<file path="src/rtl/rect_drawer_pkg.sv">
// Shared definitions for the rectangle fill engine: screen size defaults,
// coordinate/colour widths, FSM state encoding and the edge-clipping helper.
package rect_drawer_pkg;

  localparam int X_MAX_DEFAULT = 160;
  localparam int Y_MAX_DEFAULT = 120;

  localparam int X_W     = 8;
  localparam int Y_W     = 7;
  localparam int COLOR_W = 3;

  // Extents and sums are carried 9 bits wide so x0+width (max 510) never wraps.
  localparam int EXT_W = 9;

  typedef enum logic [1:0] {
    ST_IDLE   = 2'd0,
    ST_DRAW   = 2'd1,
    ST_FINISH = 2'd2
  } state_t;

  // Number of pixels from pos up to min(pos+len, limit); zero when pos is
  // already off-screen. Inputs are zero-extended coordinates/lengths (<=255),
  // so the 9-bit sum cannot overflow.
  function automatic logic [EXT_W-1:0] clip_extent(
    input logic [EXT_W-1:0] pos,
    input logic [EXT_W-1:0] len,
    input logic [EXT_W-1:0] limit
  );
    logic [EXT_W-1:0] end_pos;
    end_pos = pos + len;
    if (pos >= limit) begin
      clip_extent = 9'd0;
    end else if (end_pos > limit) begin
      clip_extent = limit - pos;
    end else begin
      clip_extent = len;
    end
  endfunction

endpackage

</file>
<file path="src/rtl/rect_drawer.sv">
// Filled-rectangle engine. A start request in IDLE is clipped against the
// screen, then DRAW walks the rectangle in row-major order emitting one
// image-RAM write per cycle; FINISH pulses done and returns to IDLE.
// All outputs are registers that feed the RAM write port directly.
module rect_drawer
  import rect_drawer_pkg::*;
#(
  parameter int X_MAX = X_MAX_DEFAULT,
  parameter int Y_MAX = Y_MAX_DEFAULT
) (
  input  logic               clk,
  input  logic               reset,
  input  logic               start,
  input  logic [X_W-1:0]     x0,
  input  logic [Y_W-1:0]     y0,
  input  logic [X_W-1:0]     width,
  input  logic [Y_W-1:0]     height,
  input  logic [COLOR_W-1:0] color,
  output logic [X_W-1:0]     x_write,
  output logic [Y_W-1:0]     y_write,
  output logic [COLOR_W-1:0] color_in,
  output logic               wren,
  output logic               busy,
  output logic               done
);

  localparam logic [EXT_W-1:0] X_LIMIT = EXT_W'(X_MAX);
  localparam logic [EXT_W-1:0] Y_LIMIT = EXT_W'(Y_MAX);

  state_t state;

  // Request geometry latched at start; inputs are free to change afterwards.
  logic [X_W-1:0] x_left;
  logic [X_W-1:0] x_last;
  logic [Y_W-1:0] y_last;

  // Clipped view of the incoming request.
  logic [EXT_W-1:0] clip_w;
  logic [EXT_W-1:0] clip_h;
  logic [EXT_W-1:0] x_last_ext;
  logic [EXT_W-1:0] y_last_ext;
  logic             empty_rect;

  // Position of the current pixel within the rectangle.
  logic row_end;
  logic last_pixel;

  // Clip the incoming request against the right and bottom screen edges.
  always_comb begin
    clip_w     = clip_extent({1'b0, x0}, {1'b0, width}, X_LIMIT);
    clip_h     = clip_extent({2'b00, y0}, {2'b00, height}, Y_LIMIT);
    empty_rect = (clip_w == 9'd0) || (clip_h == 9'd0);
    // Only meaningful when the rectangle is non-empty; then both fit on screen.
    x_last_ext = {1'b0, x0} + clip_w - 9'd1;
    y_last_ext = {2'b00, y0} + clip_h - 9'd1;
  end

  // Detect end of the current row and end of the whole rectangle.
  always_comb begin
    row_end    = (x_write == x_last);
    last_pixel = row_end && (y_write == y_last);
  end

  // Control FSM driving the registered RAM write port and status flags.
  always_ff @(posedge clk) begin
    if (reset) begin
      state    <= ST_IDLE;
      x_write  <= '0;
      y_write  <= '0;
      color_in <= '0;
      wren     <= 1'b0;
      busy     <= 1'b0;
      done     <= 1'b0;
      x_left   <= '0;
      x_last   <= '0;
      y_last   <= '0;
    end else begin
      case (state)
        ST_IDLE: begin
          done <= 1'b0;
          if (start) begin
            busy   <= 1'b1;
            x_left <= x0;
            x_last <= x_last_ext[X_W-1:0];
            y_last <= y_last_ext[Y_W-1:0];
            if (empty_rect) begin
              // Nothing visible: skip straight to the done pulse, leaving the
              // write-port address/data at their previous values.
              state <= ST_FINISH;
              wren  <= 1'b0;
              done  <= 1'b1;
            end else begin
              // First pixel is presented in the very next cycle.
              state    <= ST_DRAW;
              wren     <= 1'b1;
              x_write  <= x0;
              y_write  <= y0;
              color_in <= color;
            end
          end else begin
            wren <= 1'b0;
            busy <= 1'b0;
          end
        end

        ST_DRAW: begin
          if (last_pixel) begin
            // Hold the final address/data; only the strobe drops.
            state <= ST_FINISH;
            wren  <= 1'b0;
            done  <= 1'b1;
          end else if (row_end) begin
            x_write <= x_left;
            y_write <= y_write + Y_W'(1);
          end else begin
            x_write <= x_write + X_W'(1);
          end
        end

        ST_FINISH: begin
          state <= ST_IDLE;
          wren  <= 1'b0;
          busy  <= 1'b0;
          done  <= 1'b0;
        end

        default: begin
          state <= ST_IDLE;
          wren  <= 1'b0;
          busy  <= 1'b0;
          done  <= 1'b0;
        end
      endcase
    end
  end

endmodule

</file>
<file path="config.mk">
export PLATFORM = sky130hd
export DESIGN_NAME = rect_drawer
export DESIGN_NICKNAME = d
export VERILOG_FILES = /design/src/rtl/rect_drawer_pkg.sv /design/src/rtl/rect_drawer.sv
export SDC_FILE = /design/constraint.sdc
export NUM_CORES = 1
export LEC_CHECK = 0
export BUFFER_PORTS_ARGS = -buffer_cell sky130_fd_sc_hd__buf_4
export CAP_MARGIN = 20
export CORE_MARGIN = 3
export CORE_UTILIZATION = 50
export CTS_BUF_LIST = sky130_fd_sc_hd__clkbuf_16
export CTS_CLUSTER_SIZE = 10
export DETAILED_ROUTE_END_ITERATION = 12
export PLACE_DENSITY = 0.73
export SLEW_MARGIN = 20
export SYNTH_ARGS = -nofsm -noshare
export SYNTH_HDL_FRONTEND = slang
export SYNTH_SLANG_ARGS = --single-unit
</file>
<file path="constraint.sdc">
create_clock -name clk -period 3.85 [get_ports clk]
set_input_delay 0.1925 -clock clk [delete_from_list [all_inputs] [get_ports clk]]
set_output_delay 0.1925 -clock clk [all_outputs]
set_load 0.02 [all_outputs]
</file>
**After elaboration in Yosys (flattened, before gate mapping)**

Cells that the tools add are included.

- Register bits after elaboration: 46
- Input bits: 36
- Output and inout port bits: 21
- Word-level logic and storage cells: 72

- Add/subtract/negate cells: 10
- Order comparisons: 4
- Eq/ne operators: 8
- Muxes and demuxes: 28
- Bitwise operators: 1
- Reductions and logical operators: 11

Operator list:

| cell | count |
|---|---|
| 9-bit two-way mux | 4 |
| 8-bit two-way mux | 4 |
| 7-bit two-way mux | 4 |
| 9-bit zero test | 2 |
| 8-bit case mux with 2 select lines | 1 |
| 7-bit case mux with 2 select lines | 1 |
| 2-bit != test, second input constant | 5 |
| 8-bit by 8-bit adder with 9-bit output | 1 |
| 9-bit by 8-bit > comparator with 1-bit output, second input constant | 1 |
| 8-bit by 8-bit subtractor with 9-bit output, first input constant | 1 |
| 7-bit by 7-bit adder with 8-bit output | 1 |
| 8-bit by 1-bit adder with 8-bit output, second input constant | 1 |
| 8-bit adder | 1 |
| 8-bit equality test | 1 |
| 8-bit >= comparator, second input constant | 1 |
| 8-bit by 7-bit > comparator with 1-bit output, second input constant | 1 |
| 7-bit by 7-bit subtractor with 8-bit output, first input constant | 1 |
| 8-bit by 1-bit subtractor with 8-bit output, second input constant | 1 |
| 7-bit by 1-bit adder with 7-bit output, second input constant | 1 |
| 7-bit adder | 1 |
| 7-bit equality test | 1 |
| 7-bit >= comparator, second input constant | 1 |
| 1-bit two-way mux | 7 |
| 7-bit by 1-bit subtractor with 7-bit output, second input constant | 1 |
| other kinds (13) | 18 |

**Longest topological paths before layout**

- Depth in word-level cells: 9
- Mapped depth: 24
- Depth with buffers taken out: 23

**Worst setup path before layout**

Ideal clock, no wire load.

- Kind: input port to flip-flop
- Start: input port width[0]
- End: register x_last[7]
- Library setup time: 0.095 ns
- Arrival: 4.028 ns
- Data required time: 3.755 ns
- Slack: -0.274 ns
- Cell stages on the path: 21
- Buffers on the path: 1
- Path through: ha_1 -> fa_1 -> xor2_1 -> or4_1 -> a221oi_2 -> o211ai_1 -> and2_1 -> buf_2 -> mux2_1 -> nand2_1 -> ha_1 -> inv_1 -> ha_1 -> nor2b_1 -> o21ai_1 -> nand2b_1 -> a21o_1 -> a21oi_1 -> xnor2_1 -> nand2b_1 -> o311ai_1

- Longest elaborated chain between the ends: 6

Ends and longest elaborated chain:

| element | line | text |
|---|---|---|
| from (decl) | rect_drawer.sv:16 | `input logic [X_W-1:0] width,` |
| 8-bit by 8-bit adder with 9-bit output | rect_drawer_pkg.sv:30 | `end_pos = pos + len;` |
| 9-bit by 8-bit > comparator with 1-bit output | rect_drawer_pkg.sv:33 | `end else if (end_pos > limit) begin` |
| 9-bit two-way mux * | rect_drawer_pkg.sv:33 |  |
| 9-bit two-way mux * | rect_drawer_pkg.sv:31 | `if (pos >= limit) begin` |
| 8-bit adder * | rect_drawer.sv:54 | `x_last_ext = {1'b0, x0} + clip_w - 9'd1;` |
| 8-bit by 1-bit subtractor with 8-bit output * | rect_drawer.sv:54 |  |
| to (signal assigned) | rect_drawer.sv:84 | `x_last <= x_last_ext[X_W-1:0];` |
| to (decl) | rect_drawer.sv:34 | `logic [X_W-1:0] x_last;` |

Every way passes the cells marked *; elsewhere a longest branch is shown, timed or not.
A chain may end at the register's enable or synchronous reset.

**Final worst setup path**

Ends and elaborated chain as after synthesis.

==> flow_metrics.env <==
export IMPL_first_global_vias=4156
export IMPL_outcome="finished clean"
export IMPL_route_detailed_drc=0
export IMPL_portBuffers=56
export IMPL_synth_top_family_by_area="simple AND/OR/NAND/NOR gates"
export IMPL_viasPerCell=5.828
export IMPL_yosysUniqueCellTypes=68
export IMPL_p_leak_nw=2.459
export IMPL_fmax_mhz=263.8
export IMPL_place_area_um2=5109
export IMPL_grt_start_max_net_pins=54
export IMPL_die_w_um=98.96
export IMPL_clk_pin_slew_worst_paths_ns=0.07
export IMPL_final_cells=757
export IMPL_layout_min_cycle_time_ns=3.790
export IMPL_coreArea_um2=8299
export IMPL_synth_edff_count=0
export IMPL_die_h_um=98.96
export IMPL_worstSetupEndpointType="register"
export IMPL_cts_buffers_inserted=5
export IMPL_root_buffer="clkbuf_16"
export IMPL_cpPeakStageDelay_ns=0.48
export IMPL_crit_chain="buf_8 > ha_4 > fa_2 > xor2_1 > or4_1 > a221oi_2 > o211ai_1 > nand2_1 > nand2_1 > nand2_1 > nand2_1 > ha_1 > inv_2 > ha_4 > inv_2 > fa_2 > nor2b_1 > o21ai_1 > nand2b_1 > a21o_1 > a21oi_2 > xnor2_1 > nand2b_1 > o311ai_2"
export IMPL_cts_tree="built"
export IMPL_power_density_nw_per_um2=402.9
export IMPL_ir_drop_mv=0.1952
export IMPL_synth_compound_area_frac=0.2169
export IMPL_synthesis_nets=647
export IMPL_syn_inst=564
export IMPL_num_vias=4412
export IMPL_grt_use_total=0.2326
export IMPL_ys_ff_latch=46
export IMPL_finClkSkew_ns=0.006866
export IMPL_grtUsageMet2=0.3998
export IMPL_wl_mm=11.76
export IMPL_ys_flop_type="dfxtp_1"
export IMPL_critPathLaunchType="primary input"
export IMPL_design_area_um2=5429
export IMPL_synth_area_um2=4320
export IMPL_finalWeightedCongestion=0.9102
export IMPL_r2r_slack_ns=0.88
export IMPL_nets=734
export IMPL_clkLatencyLatePin_ns=0.29
export IMPL_ys_async_sr_fraction=0
export IMPL_antenna_left=0
export IMPL_drv_cap=0
export IMPL_path_common_cell="nand2_1"
export IMPL_layout_setup_ws_ns=0.05992
export IMPL_arrival_ns=4.00
export IMPL_diodes=0
export IMPL_slew_headroom=0.3225
export IMPL_critPathMaxFanout=5
export IMPL_grt_pass1_wl_mm=19.18
export IMPL_drtIter0Drc=239
export IMPL_rsz0062_at_grt="true"
export IMPL_finalSetupViolCount=0
export IMPL_synth_area_per_cell_um2=7.660
export IMPL_cp_slowest_cell="or4_1"
export IMPL_preCtsSetupSlack_ns=-0.3880
export IMPL_wire_per_inst_um=15.53
export IMPL_synth_xor_area_frac=0.09528
export IMPL_final_fill_count=723
export IMPL_synth_mux_area_frac=0.01911
export IMPL_hold_viol_final=0
export IMPL_layout_drive_gt1_share=0.2454
export IMPL_worstMarginPinSlew_ns=1.016
export IMPL_dieArea_um2=9792
export IMPL_cts_sinks=46
export IMPL_io_pins=57
export IMPL_rows=33
export IMPL_min_period_over_period=0.9844
export IMPL_antenna_found_initial=0
export IMPL_yosys_area_share_simple=0.2462
export IMPL_drv_slew=0
export IMPL_dp_cells=744
export IMPL_cts_max_level=2
export IMPL_grt_use_met1=0.3103
export IMPL_dpl_hpwl_mm=8.738
export IMPL_cts_hold_buf=0
export IMPL_criticalPathCategory="primary input to register"
export IMPL_dr_pass1_iters=6
export IMPL_gr_usage_met3=0.02265
export IMPL_yosysWarningCount=0
export IMPL_cts_buffer_depth=2
export IMPL_start_util=0.5206
export IMPL_syn_to_final_growth_pct=25.66
export IMPL_critical_path_required_ns=4.06
export IMPL_ys_seq_area_frac=0.2131
export IMPL_synth_fa_ha_area_frac=0.1431
export IMPL_overflow=0
export IMPL_busiest_layer="met2"
export IMPL_hold_class="primary input to register"
[timing repair]
action | 4_1_cts | 5_1_grt
setup endpoints to repair | 2 | 4
pin swaps | 4 | 13
setup buffers | 3 | 4
hold endpoints to repair | 0 | 0
resized for setup | 3 | 18
[state kept, by name, summed over array words and instances (netlist names)]
register and flops:
x_last 8, x_left 8, x_write 8, y_last 7, y_write 7, color_in 3
state 2, busy 1, done 1, wren 1
[cell usage after synthesis (all sizes together), types with 3 or more instances]
| cell | n | area [µm²] |
|---|---|---|
| a211o | 3 | 26.28 |
| a211oi | 19 | 157.7 |
| a21o | 10 | 75.07 |
| a21oi | 53 | 269.0 |
| a221oi | 3 | 32.53 |
| a32oi | 4 | 35.03 |
| and2 | 3 | 21.27 |
| and3 | 6 | 37.54 |
| buf | 7 | 53.80 |
| clkbuf | 19 | 71.32 |
| dfxtp | 46 | 920.9 |
| fa | 4 | 80.08 |
| ha | 43 | 538.0 |
| inv | 43 | 161.4 |
| mux2i | 6 | 60.06 |
| nand2 | 87 | 329.1 |
| nand2b | 6 | 37.54 |
| nand3 | 13 | 65.06 |
| nand3b | 3 | 22.52 |
| nor2 | 35 | 133.9 |
| nor2b | 4 | 25.02 |
| nor3 | 22 | 146.4 |
| nor3b | 8 | 60.06 |
| nor4 | 8 | 50.05 |
| o211ai | 11 | 87.58 |
| o21ai | 14 | 70.07 |
| or2 | 3 | 18.77 |
| or3 | 3 | 18.77 |
| xnor2 | 22 | 192.7 |
| xor2 | 25 | 219.0 |
[critical path: cells and delay by family]
| family | cells | cell delay [ns] |
|---|---|---|
| fa+ha+maj | 5 | 1.25 |
| simple gates | 8 | 1.21 |
| compound gates | 6 | 0.85 |
| xor+xnor | 2 | 0.26 |
| buf+inv | 3 | 0.21 |
[cells by family (layout without fill, tap and decap cells)]
group / Yosys count / count (layout)
and+or+nand+nor: 211 / 211
AOI/OAI and AO/OA: 136 / 136
DFF: 46 / 46
muxes: 8 / 8
buffers and inverters: 69 / 157
adders and majority gates: 47 / 47
xor gates and xnor gates: 47 / 47
[per-layer routing]
metal | part of all wire | wire length (µm) | vias to the layer above
li1 | - | - | 2163
met3 | 0.056 | 659 | 29
met2 | 0.48 | 5688 | 158
met5 | 0 | 0 | -
met1 | 0.44 | 5195 | 2062
met4 | 0.018 | 213 | 0
[through the flow]
| stage | total power [mW] | utilization | TNS, ns | hold slack [ns] |
|---|---|---|---|---|
| finish | 2.187 | 0.6542 | 0 | 0.1554 |
| global route | 2.330 | 0.6542 | -0.3388 | 0.1689 |
| CTS | 2.142 | 0.6406 | 0 | 0.1572 |
| detailed placement | 1.628 | 0.6156 | -1.044 | 0.4493 |
| global placement | 1.596 | 0.6156 | -0.4530 | 0.4417 |
| floorplan | 1.301 | - | -0.1221 | 0.3285 |
[final timing paths]
kind | startpoint | endpoint | depth (start not counted)
max | width[0] | x_last[7] | 24
min | color[2] | color_in[2] | 3
max reg2reg | x_write[0] | y_write[0] | 8
min reg2reg | x_left[7] | x_left[7] | 2
[placed cells by master (no fill, tap or decap), types with 5 or more instances in the layout]
master / instances
a211oi_1: 16
a21o_1: 9
a21oi_1: 47
a21oi_2: 6
and3_1: 6
buf_4: 104
clkbuf_16: 5
dfxtp_1: 46
ha_1: 39
inv_1: 40
mux2i_1: 6
nand2_1: 86
nand2b_1: 6
nand3_1: 13
nor2_1: 34
nor3_1: 16
nor3_2: 5
nor3b_1: 8
nor4_1: 8
o211ai_1: 10
o21ai_0: 8
o21ai_1: 5
xnor2_1: 22
xor2_1: 24
[report_power, final]
part,internal [mW],total [mW],switching (mW)
registers,0.542,0.617,0.0747
logic,0.520,1.07,0.553
clock network,0.306,0.497,0.191
[cell type report]
| class | count | area, µm² | area share |
|---|---|---|---|
| multi-input cells | 449 | 3238 | 0.5965 |
| clock buffers | 5 | 125.1 | 0.02305 |
| clock inverters | 3 | 45.04 | 0.008297 |
| flip-flops and latches | 46 | 920.9 | 0.1696 |
| well taps | 105 | 131.4 | 0.02420 |
| repair buffers | 106 | 807.0 | 0.1487 |
| inverters | 43 | 161.4 | 0.02973 |
No activity file was read; power rests on OpenSTA's default activity.
